### src/rtl/seven_seg_pkg.sv
`default_nettype none
// ============================================================================
// Module   : seven_seg_pkg
// Brief    : Segment patterns (GFEDCBA, active-low) and slot FSM state type.
// Revision : 1.0
// ============================================================================
package seven_seg_pkg;

    localparam logic [6:0] SEG_OFF = 7'b1111111;

    localparam logic [6:0] SEG_0 = 7'b1000000;
    localparam logic [6:0] SEG_1 = 7'b1111001;
    localparam logic [6:0] SEG_2 = 7'b0100100;
    localparam logic [6:0] SEG_3 = 7'b0110000;
    localparam logic [6:0] SEG_4 = 7'b0011001;
    localparam logic [6:0] SEG_5 = 7'b0010010;
    localparam logic [6:0] SEG_6 = 7'b0000010;
    localparam logic [6:0] SEG_7 = 7'b1111000;
    localparam logic [6:0] SEG_8 = 7'b0000000;
    localparam logic [6:0] SEG_9 = 7'b0010000;
    localparam logic [6:0] SEG_A = 7'b0001000;
    localparam logic [6:0] SEG_B = 7'b0000011;
    localparam logic [6:0] SEG_C = 7'b1000110;
    localparam logic [6:0] SEG_D = 7'b0100001;
    localparam logic [6:0] SEG_E = 7'b0000110;
    localparam logic [6:0] SEG_F = 7'b0001110;

    typedef enum logic [0:0] {
        ST_BLANK = 1'b0,
        ST_ON    = 1'b1
    } state_t;

endpackage
`default_nettype wire

### src/rtl/seven_seg_mux_driver_if.sv
`default_nettype none
// ============================================================================
// Module   : seven_seg_mux_driver_if
// Brief    : Digit data inputs and segment/anode outputs of the mux driver.
// Revision : 1.0
// ============================================================================
interface seven_seg_mux_driver_if #(
    parameter int NUM_DIGITS = 2
);
    localparam int IDX_W = $clog2(NUM_DIGITS);

    logic [4*NUM_DIGITS-1:0] hex_in;
    logic [NUM_DIGITS-1:0]   digit_en;
    logic                    hex_mode;
    logic [6:0]              seg;
    logic [NUM_DIGITS-1:0]   an;
    logic [IDX_W-1:0]        digit_idx;

    modport master (
        output hex_in, digit_en, hex_mode,
        input  seg, an, digit_idx
    );

    modport slave (
        input  hex_in, digit_en, hex_mode,
        output seg, an, digit_idx
    );
endinterface
`default_nettype wire

### src/rtl/seven_seg_decoder.sv
`default_nettype none
// ============================================================================
// Module   : seven_seg_decoder
// Brief    : Nibble to active-low GFEDCBA pattern; decimal mode blanks 10-15.
// Revision : 1.0
// ============================================================================
module seven_seg_decoder
    import seven_seg_pkg::*;
(
    input  wire [3:0] value,
    input  wire       hex_mode,
    output logic [6:0] seg
);

    always_comb begin
        seg = SEG_OFF;
        case (value)
            4'h0: seg = SEG_0;
            4'h1: seg = SEG_1;
            4'h2: seg = SEG_2;
            4'h3: seg = SEG_3;
            4'h4: seg = SEG_4;
            4'h5: seg = SEG_5;
            4'h6: seg = SEG_6;
            4'h7: seg = SEG_7;
            4'h8: seg = SEG_8;
            4'h9: seg = SEG_9;
            4'hA: seg = SEG_A;
            4'hB: seg = SEG_B;
            4'hC: seg = SEG_C;
            4'hD: seg = SEG_D;
            4'hE: seg = SEG_E;
            default: seg = SEG_F;
        endcase
        if (!hex_mode && (value > 4'd9)) begin
            seg = SEG_OFF;
        end
    end

endmodule
`default_nettype wire

### src/rtl/seven_seg_mux_driver.sv
`default_nettype none
// ============================================================================
// Module   : seven_seg_mux_driver
// Brief    : Time-multiplexed seven-segment driver with per-slot dead time.
// Revision : 1.0
// ============================================================================
module seven_seg_mux_driver
    import seven_seg_pkg::*;
#(
    parameter int NUM_DIGITS   = 2,
    parameter int DIV_W        = 12,
    parameter int BLANK_CYCLES = 16
) (
    input wire clk,
    input wire reset,
    seven_seg_mux_driver_if.slave bus
);

    localparam int              IDX_W     = $clog2(NUM_DIGITS);
    localparam logic [DIV_W-1:0] CNT_MAX   = {DIV_W{1'b1}};
    localparam logic [DIV_W-1:0] BLANK_END = DIV_W'(BLANK_CYCLES);
    localparam logic [IDX_W-1:0] IDX_LAST  = IDX_W'(NUM_DIGITS - 1);

    logic [DIV_W-1:0]      cnt;
    logic [DIV_W-1:0]      cnt_nxt;
    logic                  wrap;
    logic [IDX_W-1:0]      idx;
    state_t                state;
    state_t                state_nxt;
    logic [3:0]            nib_sel;
    logic                  en_sel;
    logic [3:0]            sh_nib;
    logic                  sh_en;
    logic                  sh_mode;
    logic [6:0]            dec_seg;
    logic [6:0]            seg_d;
    logic [6:0]            seg_q;
    logic [NUM_DIGITS-1:0] an_d;
    logic [NUM_DIGITS-1:0] an_q;

    assign cnt_nxt = cnt + DIV_W'(1);
    assign wrap    = (cnt == CNT_MAX);

    always_ff @(posedge clk or posedge reset) begin
        if (reset) begin
            cnt <= '0;
            idx <= '0;
        end else begin
            cnt <= cnt_nxt;
            if (wrap) begin
                idx <= (idx == IDX_LAST) ? '0 : idx + IDX_W'(1);
            end
        end
    end

    always_ff @(posedge clk or posedge reset) begin
        if (reset) begin
            state <= ST_BLANK;
        end else begin
            state <= state_nxt;
        end
    end

    always_comb begin
        state_nxt = state;
        case (state)
            ST_BLANK: if (!wrap && (cnt_nxt >= BLANK_END)) state_nxt = ST_ON;
            ST_ON:    if (wrap) state_nxt = ST_BLANK;
            default:  state_nxt = ST_BLANK;
        endcase
    end

    always_comb begin
        nib_sel = '0;
        for (int k = 0; k < NUM_DIGITS; k++) begin
            if (idx == IDX_W'(k)) begin
                nib_sel = bus.hex_in[4*k +: 4];
            end
        end
        en_sel = bus.digit_en[idx];
    end

    // Capture happens during the first BLANK cycle of every slot, which also
    // covers the very first slot after reset when no wrap has occurred.
    always_ff @(posedge clk or posedge reset) begin
        if (reset) begin
            sh_nib  <= '0;
            sh_en   <= 1'b0;
            sh_mode <= 1'b0;
        end else if (cnt == '0) begin
            sh_nib  <= nib_sel;
            sh_en   <= en_sel;
            sh_mode <= bus.hex_mode;
        end
    end

    seven_seg_decoder u_decoder (
        .value    (sh_nib),
        .hex_mode (sh_mode),
        .seg      (dec_seg)
    );

    // Lighting requires ON to persist into the next cycle, so the registered
    // outputs are already dark on the first cycle of the following slot.
    always_comb begin
        seg_d = SEG_OFF;
        an_d  = '1;
        if ((state == ST_ON) && (state_nxt == ST_ON) && sh_en) begin
            seg_d     = dec_seg;
            an_d[idx] = 1'b0;
        end
    end

    always_ff @(posedge clk or posedge reset) begin
        if (reset) begin
            seg_q <= SEG_OFF;
            an_q  <= '1;
        end else begin
            seg_q <= seg_d;
            an_q  <= an_d;
        end
    end

    assign bus.seg       = seg_q;
    assign bus.an        = an_q;
    assign bus.digit_idx = idx;

endmodule
`default_nettype wire

### src/flat_wrapper.sv
// flat-port wrapper written by rule: the top's interface ports become plain ports
module seven_seg_mux_driver_flat import seven_seg_pkg::*;
#(
    parameter int NUM_DIGITS   = 2,
    parameter int DIV_W        = 12,
    parameter int BLANK_CYCLES = 16
)
  (clk, reset, bus_hex_in, bus_digit_en, bus_hex_mode, bus_seg, bus_an, bus_digit_idx);
  seven_seg_mux_driver_if #(.NUM_DIGITS(NUM_DIGITS)) bus_i ();
  input wire clk;
  input wire reset;
  input wire logic [$bits(bus_i.hex_in)-1:0] bus_hex_in;
  input wire logic [$bits(bus_i.digit_en)-1:0] bus_digit_en;
  input wire logic [$bits(bus_i.hex_mode)-1:0] bus_hex_mode;
  output wire logic [$bits(bus_i.seg)-1:0] bus_seg;
  output wire logic [$bits(bus_i.an)-1:0] bus_an;
  output wire logic [$bits(bus_i.digit_idx)-1:0] bus_digit_idx;
  assign bus_i.hex_in = bus_hex_in;
  assign bus_i.digit_en = bus_digit_en;
  assign bus_i.hex_mode = bus_hex_mode;
  assign bus_seg = bus_i.seg;
  assign bus_an = bus_i.an;
  assign bus_digit_idx = bus_i.digit_idx;
  seven_seg_mux_driver #(.NUM_DIGITS(NUM_DIGITS), .DIV_W(DIV_W), .BLANK_CYCLES(BLANK_CYCLES)) u_core (.clk(clk), .reset(reset), .bus(bus_i));
endmodule
### config.mk
export PLATFORM = sky130hd
export DESIGN_NAME = seven_seg_mux_driver_flat
export DESIGN_NICKNAME = d
export VERILOG_FILES = /design/src/rtl/seven_seg_pkg.sv /design/src/rtl/seven_seg_mux_driver_if.sv /design/src/rtl/seven_seg_decoder.sv /design/src/rtl/seven_seg_mux_driver.sv /design/src/flat_wrapper.sv
export SDC_FILE = /design/constraint.sdc
export NUM_CORES = 1
export LEC_CHECK = 0
export BUFFER_PORTS_ARGS = -buffer_cell sky130_fd_sc_hd__buf_2
export CORE_MARGIN = 3
export CORE_UTILIZATION = 50
export DETAILED_ROUTE_END_ITERATION = 6
export PLACE_DENSITY = 0.7
export SLEW_MARGIN = 20
export SYNTH_ARGS = -nofsm -noshare
export SYNTH_HDL_FRONTEND = slang
export SYNTH_SLANG_ARGS = --single-unit
### constraint.sdc
create_clock -name clk -period 1.8 [get_ports clk]
set_input_delay 0 -clock clk [delete_from_list [all_inputs] [get_ports clk]]
set_output_delay 0 -clock clk [all_outputs]
set_load 0.005 [all_outputs]
==> impl_metrics.json <==
{
  "startpoint_type": "flip-flop",
  "cp_slowest_stage_delay_ps": 390,
  "h-tree-depth": 2,
  "critical_path.cell_chain": "ha_1 -> and3_2 -> nor3b_2 -> mux2i_1 -> a2111oi_2 -> a21oi_1",
  "remaining_drc_errors": 0,
  "nets": 211,
  "synth_cell_type_count": 46,
  "wl_per_cell_microns": 12.6,
  "portBuffers": 22,
  "final_cell_mix": "22 x buf_2, 20 x dfrtp_1, 15 x nand2_1, 11 x dlygate4sd3_1",
  "syn-cell-area_sq_mm": 0.00158,
  "path_clk_slew_ps": 90,
  "synthesis.nets": 169,
  "routed_via_density": 5.08,
  "slew_headroom_pct": 72.8,
  "crit_arrival_ps": 1860,
  "synth_largest_area_cell": "dfrtp_1",
  "path_max_fanout": 4,
  "hold_start": "bus_hex_in[7]",
  "clock-sinks": 29,
  "rows": 19,
  "synthArstFlopShare_pct": 100,
  "grt_pass1_wl_microns": 5150,
  "grt_pass1_vias": 1143,
  "layout_commonest_cell": "buf_2",
  "drive_gt1_share_pct": 33.0,
  "hp-class": "input port to flip-flop",
  "r2r_start": "u_core.cnt[0]$_DFF_PP0_",
  "crit_type": "flip-flop to flip-flop",
  "power_leakage_nw": 0.874,
  "cp_slowest_cell": "dfrtp_1",
  "core_sq_mm": 0.00288,
  "routabilityCongestion": 0.856,
  "num_antenna_cells": 0,
  "ys_top_cells_by_area": "dfrtp_1 32%, dfstp_2 15%, ha_1 6.3%, xnor2_1 5.0%, mux2i_1 3.8%",
  "grt_max_degree": 15,
  "synth_edf_count": 0,
  "tritoncts": "built",
  "fin_skew_ps": 11.0,
  "post-route-period-util_pct": 91.7,
  "area_growth_pct": 23.1,
  "synth_top_area_share_pct": 31.7,
  "finalSetupTns_ps": 0,
  "rsz0062_at_grt": "false",
  "path_buf_inv": 0,
  "dp_hpwl_microns": 2140,
  "max_freq_ghz": 0.606,
  "die_w_microns": 62.2,
  "clockBufferDepth": 2,
  "yosysSeqAreaShare_pct": 46.7,
  "final_cell_area_sq_mm": 0.00194,
  "clock_latency_ps": 320,
  "finalPower_w": 0.00119,
  "place_area_sq_mm": 0.00177,
  "max_cap_violations": 0,
  "critical-path-top-delay-family": "simple AND/OR/NAND/NOR gates",
  "synth_seq_cells": 29,
  "layout_min_cycle_time_ps": 1650,
  "critPathLaunch": "u_core.cnt[0]$_DFF_PP0_",
  "status": "complete, no violations",
  "peakVddDrop_mv": 0.486,
  "die_h_microns": 62.2,
  "yosys_warnings": 0,
  "track_usage_pct": 16.5,
  "start_util_pct": 54.9,
  "cts_buffers": 5,
  "num_vias": 1183,
  "finalHoldViolations": 0,
  "pin_count": 23,
  "avgSynthCellArea_sq_um": 10.7,
  "p_per_area_mw_per_mm2": 611,
  "syn_inst": 148,
  "dieArea_sq_mm": 0.00387,
  "worst_slew_pin_slew_ps": 409,
  "slew_violations": 0,
  "setup_viol": 0,
  "drt_first_pass_iters": 4,
  "wirelength_microns": 2930,
  "grt_overflow": 0,
  "antenna_found_initial": 0,
  "drtIter0Drc": 23,
  "clockRootBuffer": "clkbuf_4",
  "worst_ep_required_time_ps": 2010,
  "drt.antenna.violating_nets": 0,
  "synth_ff_type": "dfrtp_1",
  "crit_path_end_kind": "flip-flop"
}
==> area by class of cell <==
cell class,instances,area [sq um]
clock buffers,8,48.8
fillers,236,932
inverters,8,30.0
multi-input cells,104,788
flip-flops and latches,29,737
well taps,42,52.6
repair buffers,42,288
==> cell families (layout without fill, tap and decap cells) <==
family / after synthesis / after routing / synth area share, %
and+or+nand+nor: 48 / 48 / 18.2
buffers and inverters: 15 / 58 / 3.72
adders and majority gates: 8 / 8 / 6.34
xor gates and xnor gates: 13 / 13 / 7.21
muxes: 7 / 7 / 4.52
AOI/OAI and AO/OA: 28 / 28 / 13.3
DFF: 29 / 29 / 46.7
==> metal layers <==
layer | routed length, microns | global-route usage, % | vias to the layer above
li1 | - | - | 599
met2 | 1320 | 24.7 | 29
met3 | 139 | 3.96 | 5
met5 | 0 | 0 | -
met1 | 1420 | 22.8 | 550
met4 | 51 | 7.46 | 0
==> registers in the layout, indices dropped and copies added, names as in the netlist <==
signal                cells
u_core.bus.an             2
u_core.sh_en              1
u_core.state              1
u_core.cnt               12
u_core.sh_mode            1
u_core.bus.digit_idx      1
u_core.bus.seg            7
u_core.sh_nib             4
==> power by group <==
group | total [W] | switching (W) | internal [W]
clock | 0.000362 | 0.000207 | 0.000155
sequential | 0.000695 | 0.0000133 | 0.000681
combinational | 0.000132 | 0.0000641 | 0.0000675
total | 0.00119 | 0.000284 | 0.000904
==> final timing paths <==
kind | slack, ps | cells past startpoint | endpoint
min reg2reg | 510 | 2 | u_core.sh_en$_DFFE_PP0N_
min | 2 | 3 | u_core.sh_nib[3]$_DFFE_PP0N_
max in group asynchronous | 1150 | 4 | u_core.bus.an[0]$_DFF_PP1_
max reg2reg | 150 | 6 | u_core.state$_DFF_PP0_
min in group asynchronous | 380 | 3 | u_core.bus.seg[1]$_DFF_PP1_
max | 150 | 6 | u_core.state$_DFF_PP0_
==> repair_timing <==
action                                  4_1_cts  5_1_grt
hold buffers                                 11        0
hold endpoints to repair                     32        0
buffers inserted                              0        1
gates resized for setup                       0        1
endpoints found under the setup margin        0        2
==> tightest hold or removal path, cell delays in order <==
cell and delay [ps]:
buf_2 70, mux2i_1 50, o21ai_0 150
==> cells in the mapped netlist, types with 2 or more instances <==
master    instances
xnor2_1           9
o211ai_2          2
dfrtp_1          20
inv_1             8
dfstp_2           9
nand3_1           7
o21ai_0           8
nand2_1          15
nor2_2            2
mux2i_1           6
o211ai_1          4
xor2_1            4
a21oi_1           5
buf_2             2
nand4_1           2
nor3_1            2
ha_1              8
clkbuf_1          4
nor2_1            4
==> per-stage QoR <==
step / util [%] / worst slack [ps] / hold slack, ps / instances
detailed placement: 61.6 / 96.7 / 171 / 213
floorplan: - / 87.7 / 71.4 / 148
CTS: 67.2 / 91.8 / 0.263 / 232
global route: 67.6 / 27.7 / 51.9 / 233
global placement: 61.6 / 137 / 166 / 213
finish: 67.6 / 149 / 2.33 / 233
(Power assumes the default switching activity.)
